`config.mk`:
```
export PLATFORM = sky130hd
export DESIGN_NAME = instr_fetch_unit_flat
export DESIGN_NICKNAME = d
export VERILOG_FILES = /design/src/rtl/instr_fetch_unit_pkg.sv /design/src/rtl/instr_fetch_unit_if.sv /design/src/rtl/instr_fetch_unit_queue.sv /design/src/rtl/instr_fetch_unit.sv /design/src/flat_wrapper.sv
export SDC_FILE = /design/constraint.sdc
export NUM_CORES = 1
export LEC_CHECK = 0
export CORE_MARGIN = 2
export CORE_UTILIZATION = 45
export DETAILED_ROUTE_END_ITERATION = 6
export PLACE_DENSITY = 0.78
export REMOVE_ABC_BUFFERS = 1
export SYNTH_ARGS = -nofsm -noshare
export SYNTH_HDL_FRONTEND = slang
export SYNTH_SLANG_ARGS = --single-unit
```
`constraint.sdc`:
```
create_clock -name clk -period 7.1 [get_ports clk]
set_input_delay 2.13 -clock clk [delete_from_list [all_inputs] [get_ports clk]]
set_output_delay 2.13 -clock clk [all_outputs]
set_load 0.05 [all_outputs]
```
`src/rtl/instr_fetch_unit_pkg.sv`:
```
// Shared types and constants for the instruction fetch stage.
package fetch_pkg;

    localparam int              XLEN     = 64;
    localparam int              INSTR_W  = 32;
    localparam logic [XLEN-1:0] RESET_PC = '0;

    typedef enum logic [1:0] {
        IDLE = 2'd0,
        WAIT = 2'd1,
        DROP = 2'd2
    } fetch_state_e;

    typedef struct packed {
        logic [XLEN-1:0]    pc;
        logic [INSTR_W-1:0] instr;
    } fetch_entry_t;

    // Fetch addresses are always word aligned.
    function automatic logic [XLEN-1:0] align_pc(input logic [XLEN-1:0] pc);
        return {pc[XLEN-1:2], 2'b00};
    endfunction

endpackage

```
`src/rtl/instr_fetch_unit_if.sv`:
```
// Fetch stage bus: redirect input, instruction memory channel and decode handshake.
interface instr_fetch_unit_if;
    import fetch_pkg::*;

    logic                redirect_valid;
    logic [XLEN-1:0]     redirect_pc;

    logic                imem_req_valid;
    logic                imem_req_ready;
    logic [XLEN-1:0]     imem_req_addr;
    logic                imem_resp_valid;
    logic [INSTR_W-1:0]  imem_resp_data;

    logic                if_valid;
    logic                if_ready;
    logic [XLEN-1:0]     if_pc;
    logic [INSTR_W-1:0]  if_instr;

    modport master (
        input  redirect_valid, redirect_pc,
        input  imem_req_ready, imem_resp_valid, imem_resp_data,
        input  if_ready,
        output imem_req_valid, imem_req_addr,
        output if_valid, if_pc, if_instr
    );

    modport slave (
        output redirect_valid, redirect_pc,
        output imem_req_ready, imem_resp_valid, imem_resp_data,
        output if_ready,
        input  imem_req_valid, imem_req_addr,
        input  if_valid, if_pc, if_instr
    );

endinterface

```
`src/rtl/instr_fetch_unit_queue.sv`:
```
// Synchronous FIFO of fetched {pc, instr} entries; head is read straight from storage.
module fetch_queue
    import fetch_pkg::*;
#(
    parameter  int DEPTH = 2,
    localparam int AW    = $clog2(DEPTH)
) (
    input  logic         clk,
    input  logic         reset,
    input  logic         push_i,
    input  fetch_entry_t push_data_i,
    input  logic         pop_i,
    input  logic         flush_i,
    output fetch_entry_t head_o,
    output logic         full_o,
    output logic         empty_o,
    output logic [AW:0]  count_o
);

    localparam logic [AW:0] DEPTH_C = (AW+1)'(DEPTH);

    fetch_entry_t  mem_q [DEPTH];
    logic [AW-1:0] rd_ptr_q, rd_ptr_d;
    logic [AW-1:0] wr_ptr_q, wr_ptr_d;
    logic [AW:0]   count_q, count_d;

    always_comb begin
        rd_ptr_d = rd_ptr_q;
        wr_ptr_d = wr_ptr_q;
        count_d  = count_q;
        if (flush_i) begin
            rd_ptr_d = '0;
            wr_ptr_d = '0;
            count_d  = '0;
        end else begin
            if (push_i) wr_ptr_d = wr_ptr_q + 1'b1;
            if (pop_i)  rd_ptr_d = rd_ptr_q + 1'b1;
            case ({push_i, pop_i})
                2'b10:   count_d = count_q + 1'b1;
                2'b01:   count_d = count_q - 1'b1;
                default: count_d = count_q;
            endcase
        end
    end

    always_ff @(posedge clk) begin
        if (reset) begin
            rd_ptr_q <= '0;
            wr_ptr_q <= '0;
            count_q  <= '0;
        end else begin
            rd_ptr_q <= rd_ptr_d;
            wr_ptr_q <= wr_ptr_d;
            count_q  <= count_d;
        end
    end

    // Storage needs no reset: nothing reads it while count is zero.
    always_ff @(posedge clk) begin
        if (push_i && !flush_i) mem_q[wr_ptr_q] <= push_data_i;
    end

    assign head_o  = mem_q[rd_ptr_q];
    assign full_o  = (count_q == DEPTH_C);
    assign empty_o = (count_q == '0);
    assign count_o = count_q;

endmodule

```
`src/rtl/instr_fetch_unit.sv`:
```
// Instruction fetch stage: owns the fetch PC, issues one imem read at a time and
// buffers responses for decode.
//
//   state | meaning
//   ------+------------------------------------------------------
//   IDLE  | nothing outstanding; request issued when queue has room
//   WAIT  | one request outstanding, response will be queued
//   DROP  | one request outstanding, response is stale and discarded
module instr_fetch_unit
    import fetch_pkg::*;
#(
    parameter int DEPTH = 2
) (
    input logic               clk,
    input logic               reset,
    instr_fetch_unit_if.master bus
);

    localparam int          CW      = $clog2(DEPTH) + 1;
    localparam logic [CW-1:0] DEPTH_C = CW'(DEPTH);

    fetch_state_e     state_q, state_d;
    logic [XLEN-1:0]  fpc_q, fpc_d;
    logic [XLEN-1:0]  pc_inflight_q, pc_inflight_d;

    logic             req_valid;
    logic             req_fire;
    logic             q_push, q_pop, q_full, q_empty;
    logic [CW-1:0]    q_count;
    fetch_entry_t     q_head, q_push_data;

    always_ff @(posedge clk) begin
        if (reset) state_q <= IDLE;
        else       state_q <= state_d;
    end

    // A response always closes the outstanding request, even alongside a redirect.
    always_comb begin
        state_d = state_q;
        case (state_q)
            IDLE: if (req_fire) state_d = WAIT;
            WAIT: begin
                if (bus.imem_resp_valid)     state_d = IDLE;
                else if (bus.redirect_valid) state_d = DROP;
            end
            DROP: if (bus.imem_resp_valid) state_d = IDLE;
            default: state_d = IDLE;
        endcase
    end

    always_comb begin
        req_valid = !reset && (state_q == IDLE) && !q_full && !bus.redirect_valid;
        req_fire  = req_valid && bus.imem_req_ready;
        q_push    = !reset && (state_q == WAIT) && bus.imem_resp_valid && !bus.redirect_valid;

        bus.imem_req_valid = req_valid;
        bus.imem_req_addr  = fpc_q;
        bus.if_valid       = !reset && !q_empty && !bus.redirect_valid;
        bus.if_pc          = reset ? '0 : q_head.pc;
        bus.if_instr       = reset ? '0 : q_head.instr;
        q_pop              = bus.if_valid && bus.if_ready;
    end

    always_comb begin
        fpc_d         = fpc_q;
        pc_inflight_d = pc_inflight_q;
        if (bus.redirect_valid) begin
            fpc_d = align_pc(bus.redirect_pc);
        end else if (req_fire) begin
            fpc_d         = fpc_q + XLEN'(4);
            pc_inflight_d = fpc_q;
        end
    end

    always_ff @(posedge clk) begin
        if (reset) begin
            fpc_q         <= RESET_PC;
            pc_inflight_q <= RESET_PC;
        end else begin
            fpc_q         <= fpc_d;
            pc_inflight_q <= pc_inflight_d;
        end
    end

    always_comb begin
        q_push_data.pc    = pc_inflight_q;
        q_push_data.instr = bus.imem_resp_data;
    end

    fetch_queue #(.DEPTH(DEPTH)) u_queue (
        .clk         (clk),
        .reset       (reset),
        .push_i      (q_push),
        .push_data_i (q_push_data),
        .pop_i       (q_pop),
        .flush_i     (bus.redirect_valid),
        .head_o      (q_head),
        .full_o      (q_full),
        .empty_o     (q_empty),
        .count_o     (q_count)
    );

    // Only one request is ever in flight and it is issued only with room left.
    a_no_overflow: assert property (@(posedge clk) disable iff (reset) q_count <= DEPTH_C);

endmodule

```
`src/flat_wrapper.sv`:
```
// flat-port wrapper written by rule: the top's interface ports become plain ports
module instr_fetch_unit_flat import fetch_pkg::*;
#(
    parameter int DEPTH = 2
)
  (clk, reset, bus_redirect_valid, bus_redirect_pc, bus_imem_req_ready, bus_imem_resp_valid, bus_imem_resp_data, bus_if_ready, bus_imem_req_valid, bus_imem_req_addr, bus_if_valid, bus_if_pc, bus_if_instr);
  instr_fetch_unit_if bus_i ();
  input logic clk;
  input logic reset;
  input wire logic [$bits(bus_i.redirect_valid)-1:0] bus_redirect_valid;
  input wire logic [$bits(bus_i.redirect_pc)-1:0] bus_redirect_pc;
  input wire logic [$bits(bus_i.imem_req_ready)-1:0] bus_imem_req_ready;
  input wire logic [$bits(bus_i.imem_resp_valid)-1:0] bus_imem_resp_valid;
  input wire logic [$bits(bus_i.imem_resp_data)-1:0] bus_imem_resp_data;
  input wire logic [$bits(bus_i.if_ready)-1:0] bus_if_ready;
  output wire logic [$bits(bus_i.imem_req_valid)-1:0] bus_imem_req_valid;
  output wire logic [$bits(bus_i.imem_req_addr)-1:0] bus_imem_req_addr;
  output wire logic [$bits(bus_i.if_valid)-1:0] bus_if_valid;
  output wire logic [$bits(bus_i.if_pc)-1:0] bus_if_pc;
  output wire logic [$bits(bus_i.if_instr)-1:0] bus_if_instr;
  assign bus_i.redirect_valid = bus_redirect_valid;
  assign bus_i.redirect_pc = bus_redirect_pc;
  assign bus_i.imem_req_ready = bus_imem_req_ready;
  assign bus_i.imem_resp_valid = bus_imem_resp_valid;
  assign bus_i.imem_resp_data = bus_imem_resp_data;
  assign bus_i.if_ready = bus_if_ready;
  assign bus_imem_req_valid = bus_i.imem_req_valid;
  assign bus_imem_req_addr = bus_i.imem_req_addr;
  assign bus_if_valid = bus_i.if_valid;
  assign bus_if_pc = bus_i.if_pc;
  assign bus_if_instr = bus_i.if_instr;
  instr_fetch_unit #(.DEPTH(DEPTH)) u_core (.clk(clk), .reset(reset), .bus(bus_i));
endmodule
```
[Yosys cells after proc, flatten, opt, wreduce, memory -nomap -nowiden]
Memory sizes are Yosys's and may differ from the RTL's. A register that Yosys moved wholly into a read port is not among the register bits.
Index checks and enable logic that the tools add are counted.
Operators by class
  $add $sub $neg: 5
  eq/ne operators: 8
  mux-type cells: 14
  bitwise operators: 1
  reduce and logical (&&, ||, !) cells: 22
Operators by type and width (count)
  $mux W64: 3
  $add A64 B3 Y64 const B: 1
  $mux W32: 1
  $logic_and A1 B1 Y1: 11
  $mux W2: 4
  $eq A2 B2 Y1 const B: 3
  $pmux W2 S3: 1
  $eq A2 B1 Y1 const B: 2
  $logic_not A1 Y1: 4
  $logic_not A2 Y1: 2
  $mux W1: 4
  $pmux W2 S2: 1
  $reduce_bool A2 Y1: 2
  $ne A3 B3 Y1 const B: 1
  $reduce_and A3 Y1: 1
  $add A1 B1 Y1 const B: 2
  $add A2 B1 Y2 const B: 1
  $ne A2 B1 Y1 const B: 1
  $ne A2 B2 Y1 const B: 1
  $reduce_and A2 Y1: 1
  $reduce_or A2 Y1: 1
  $sub A2 B1 Y2 const B: 1
  $not A1 Y1: 1
Storage, ports and cells
  bits in registers: 134
  bits in writable memories: 192
  input bits: 102
  memories: 1
Memory list
  u_core.u_queue.mem_q: depth 2, width 96, rd ports 1, clocked after memory_dff 1, write ports 1, RTL line instr_fetch_unit_queue.sv:22  | fetch_entry_t mem_q [DEPTH];

[Longest topological paths before layout]
  depth after elaboration: 7
  mapped depth: 9
  mapped depth without buffers: 8

[Modules after synthesis]
Synthesis repeated with hierarchy kept, for this count alone.
Unflattened totals
  cell total of the unflattened synthesis: 1273
  area total of the unflattened synthesis: 14287.5 um^2
Modules (own cells, without submodules)
  instr_fetch_unit: instances 1, cells an instance 952, area each 7160.6 um^2
  fetch_queue: instances 1, cells an instance 321, area each 7126.8 um^2

[Least setup slack after synthesis]
OpenSTA, ideal clock, no wires.
  path kind: input port to flip-flop
  from: input bus_redirect_valid
  to: memory u_core.u_queue.mem_q[0][0] (netlist name) (enable)
  arrival: 6.563 ns
  slack: -0.011 ns
  cell stages on the path: 4
  cell sequence: clkbuf_1 > nor3_1 > nand3_1 > nor2_1
On the way
  word-level cells in the longest chain between the ends: 5
RTL lines
  from (decl): RTL line flat_wrapper.sv:10  | input wire logic [$bits(bus_i.redirect_valid)-1:0] bus_redirect_valid;
  $logic_not A1 Y1 *: RTL line instr_fetch_unit_queue.sv:60, instr_fetch_unit.sv:54
  $logic_and A1 B1 Y1: RTL line instr_fetch_unit.sv:54  | q_push = !reset && (state_q == WAIT) && bus.imem_resp_valid && !bus.redirect_valid;
  $logic_and A1 B1 Y1 *: RTL line instr_fetch_unit_queue.sv:60  | if (push_i && !flush_i) mem_q[wr_ptr_q] <= push_data_i;
  $mux W1 *: RTL line instr_fetch_unit_queue.sv:60
  $mux W1 (not written as such) *: RTL line instr_fetch_unit_queue.sv:60
  to (decl): RTL line instr_fetch_unit_queue.sv:22
Mark *: on every way between the ends. The rest lies on a longest branch, timed or not.

[Final worst setup path]
  from: input reset
  to: output bus_imem_req_valid
On the way
  word-level cells in the longest chain between the ends: 4
RTL lines
  from (decl): RTL line flat_wrapper.sv:9  | input logic reset;
  $logic_not A1 Y1: RTL line instr_fetch_unit.sv:52  | req_valid = !reset && (state_q == IDLE) && !q_full && !bus.redirect_valid;
  $logic_and A1 B1 Y1 (3 in series): RTL line instr_fetch_unit.sv:52
  to (decl): RTL line flat_wrapper.sv:16  | output wire logic [$bits(bus_i.imem_req_valid)-1:0] bus_imem_req_valid;
Every way passes these cells.

==> PnR_summary.wiki <==
{| class="wikitable"
! Metric !! Value
|-
| Status || completed
|-
| Die Width || 177 um
|-
| Antenna violations before repair || 3
|-
| Average cell area after synthesis || 10.8 um^2
|-
| Slowest cell on the critical path || clkdlybuf4s50_1
|-
| Count of buffers added by post-CTS timing repair for setup || 0
|-
| Delay of the slowest critical-path stage || 0.84 ns
|-
| Floorplan die area || approximately 0.031 mm^2
|-
| Drt total wl || approximately 36000 um
|-
| Share of the synthesized area in the top cell type || 41.8%
|-
| Yosys warning count || 0
|-
| Number of fill cells in the layout || 2462
|-
| Final cycle utilization of the critical path || a little over four fifths
|-
| Overall routing resource usage || between 20% and 30%
|-
| Final setup skew || between 0.008 and 0.009 ns
|-
| Final count of hold timing violations || 0
|-
| Clk slew on worst S/H paths || roughly 0.06 ns
|-
| Actual slew at the worst max-slew pin || just over 0.9 ns
|-
| Met2 routed wirelength || ~17000 um
|-
| Core Util, Final || 59.0%
|-
| Library cell occupying the most area in the post-synthesis netlist || edfxtp_1
|-
| IO Pins || roughly 260
|-
| Count of nets after finishing || 1587
|-
| Area growth syn-to-layout || 29.5%
|-
| Placeable Area || about 0.030 mm^2
|-
| Synth area leaders || edfxtp_1 (42%), dfxtp_1 (19%), mux2i_1 (7.1%)
|-
| Worst setup SP type || input pin
|-
| Mapped cell area || between 0.01 and 0.015 mm^2
|-
| Via-to-Cell Ratio || ~5.6
|-
| Total area of sequential cells || approximately 0.0083 mm^2
|-
| Sum of net half-perimeters after detailed placement || ~24000 um
|-
| Total length of routed met3 wires || between 3000 and 4000 um
|-
| Initial standard-cell utilization of the core || a little under half
|-
| Buffer levels on the longest clock path || 3
|-
| Largest net degree at the start of global routing || 108
|-
| Type of the most critical hold path || reg -> reg
|-
| Placed Area || ~0.016 mm^2
|-
| Highest routed metal layer || met5
|-
| Gr ovfl total || 0
|-
| Period minus WS final || approximately 6 ns
|-
| Count of cell types in the netlist || 63
|-
| Count of instances resized after the clock tree is built || 0
|-
| Multi-input gate area in the final layout || roughly 0.005 mm^2
|-
| Share of async-settable or async-resettable flops after synthesis || 0%
|-
| Achievable frequency || 168 MHz
|-
| Worst endpoint data arrival time || 3.81 ns
|-
| Post-detailed-route DRC marker count || 0
|-
| Setup-failing EPs final || 0
|-
| WL/cell || between 15 and 20 um
|-
| Setup repair after global routing missed its margin || false
|-
| Fraction of final layout cells sized beyond drive strength 1 || between 5 and 6%
|-
| Number of storage elements in the synthesis netlist || roughly 320
|-
| Setup TNS || 0 ns
|-
| Drt first-iter violations || 983
|-
| Routed met1 length || between 15000 and 20000 um
|-
| Classification of the worst setup path || in -> out
|-
| Via count of the first global-routing pass || about 10000
|-
| Main synth FF type || edfxtp_1
|-
| TritonCTS Buffers || 34
|-
| PwrDens || about 240 mW/mm^2
|-
| Hold buffer count at CTS || 0
|-
| CTS tree || yes
|-
| Worst-skew pair later-pin latency || a little over 0.5 ns
|-
| Vias after detailed routing || approximately 11000
|-
| Static Leakage || about 5.5 nW
|-
| Wire length of the first global-routing pass || about 55000 um
|-
| DIE HEIGHT || about 180 um
|-
| Number of enable-type register cells in the synthesized netlist || 188
|-
| Number of instances in the placed design || roughly 1800
|-
| Share of the yosys chip area belonging to registers || around three fifths
|-
| Data required time of the worst path || 4.97 ns
|-
| Finished layout cell area || roughly 0.017 mm^2
|-
| Row cnt || between 60 and 70
|-
| Root buf cell || clkbuf_16
|-
| Slew Limit Headroom || a little under two fifths
|-
| Worst Setup End Kind || output port
|-
| Max-slew violation count || 0
|-
| Clock tree sinks || between 300 and 400
|-
| Max VDD drop || approximately 0.00012 V
|-
| Iteration count of the initial detailed-routing pass || 6
|-
| # port buffers || 257
|-
| Last weighted congestion value of the routability-driven placer || 0.846
|-
| Cells along the critical path || clkbuf_8, or3_4, nor3_1, clkdlybuf4s50_1
|-
| Largest fanout on the critical path || 25
|-
| Cell count after synthesis || around 1300
|-
| CTS H-Tree Depth || 2
|-
| Max-cap violation count || 0
|-
| Antenna Nets Post-Route || 0
|-
| Finished Layout Cells || 1900
|}
sequential cells by signal (all words and copies together), names as in the netlist, named ones only:
register,cells
u_core.u_queue.wr_ptr_q,1
u_core.u_queue.mem_q,188
u_core.u_queue.rd_ptr_q,1
u_core.u_queue.count_o,2
u_core.bus.imem_req_addr,62
u_core.pc_inflight_q,62
u_core.state_q,2
per-stage QoR:
stage	hold WS [ns]	setup slack (ns)	power [W]
detailed placement	0.437	1.17	0.00245
CTS	0.448	1.16	0.00416
global route	0.458	1.07	0.00426
finish	0.448	1.16	0.00413
floorplan	0.425	-2.55	0.00225
global placement	0.429	1.15	0.00244
cells in the mapped netlist, types with 6 or more instances:
| library cell | n |
|---|---|
| o311ai_0 | 7 |
| nor2_1 | 130 |
| a21oi_1 | 96 |
| inv_1 | 14 |
| nand2_1 | 193 |
| and3_1 | 23 |
| o211ai_1 | 19 |
| edfxtp_1 | 188 |
| and2_1 | 12 |
| or3_1 | 18 |
| mux2i_1 | 96 |
| nand3_1 | 33 |
| clkbuf_1 | 63 |
| o21bai_1 | 6 |
| a31oi_1 | 26 |
| nor4_1 | 7 |
| and4_1 | 13 |
| o21ai_0 | 19 |
| nor3_1 | 24 |
| buf_1 | 9 |
| nand4_1 | 30 |
| a32oi_1 | 7 |
| or4_1 | 12 |
| dfxtp_1 | 131 |
where the power goes:
group | total (W) | switching [W] | internal (W)
Clock | 0.00171 | 0.000699 | 0.00101
Combinational | 0.000388 | 0.000244 | 0.000144
Sequential | 0.00203 | 0.0000488 | 0.00198
Total | 0.00413 | 0.000992 | 0.00314
kinds of logic after synthesis:
| logic type | count (synthesis) | synth area share, % |
|---|---|---|
| AOI/OAI and AO/OA | 212 | 9.74 |
| other | 1 | 0.0278 |
| muxes | 101 | 7.53 |
| xor gates and xnor gates | 6 | 0.389 |
| DFF | 319 | 61.2 |
| adders and majority gates | 2 | 0.185 |
| buffers and inverters | 99 | 3.06 |
| and+or+nand+nor | 513 | 17.9 |
area by class of cell:
cell class / instances / share of cell area (%)
sequential: 319 / 47.3
multi-input combinational: 838 / 27.8
timing repair buffer: 276 / 15.7
clock buffer: 47 / 5.44
tap: 390 / 2.79
clock inverter: 14 / 0.737
inverter: 14 / 0.300
antenna: 2 / 0.0286
path summary, 6_finish.rpt:
kind	from	end	slack (ns)	cells after the start
worst max-delay path	reset	bus_imem_req_valid	1.16	4
worst max register to register	u_core.bus.imem_req_addr[2]	u_core.bus.imem_req_addr[33]	4.18	5
worst min register to register	u_core.pc_inflight_q[33]	u_core.u_queue.mem_q[0][65]	0.45	0
worst min-delay path	u_core.pc_inflight_q[33]	u_core.u_queue.mem_q[0][65]	0.45	0
routing by layer:
metal	vias up	global-route usage (%)
met3	78	4.70
met1	5036	30.0
met5	-	0
li1	5047	-
met2	473	36.6
met4	2	7.62
cell usage in the layout, fill, tap and decap left out, types with 18 or more instances in the layout:
cell type          n
nand3_1           33
a21oi_1           96
o21ai_0           19
nand4_1           30
clkbuf_16         35
or3_1             18
mux2i_1           96
dfxtp_1          130
o211ai_1          19
and3_1            23
a31oi_1           26
clkdlybuf4s50_1  255
nor3_1            23
nor2_1           128
edfxtp_1         188
nand2_1          193
critical path: cells and delay by family:
family        cells  cell delay, ns
buf+inv           2            1.03
simple gates      2            0.63
(Power assumes the default switching activity.)
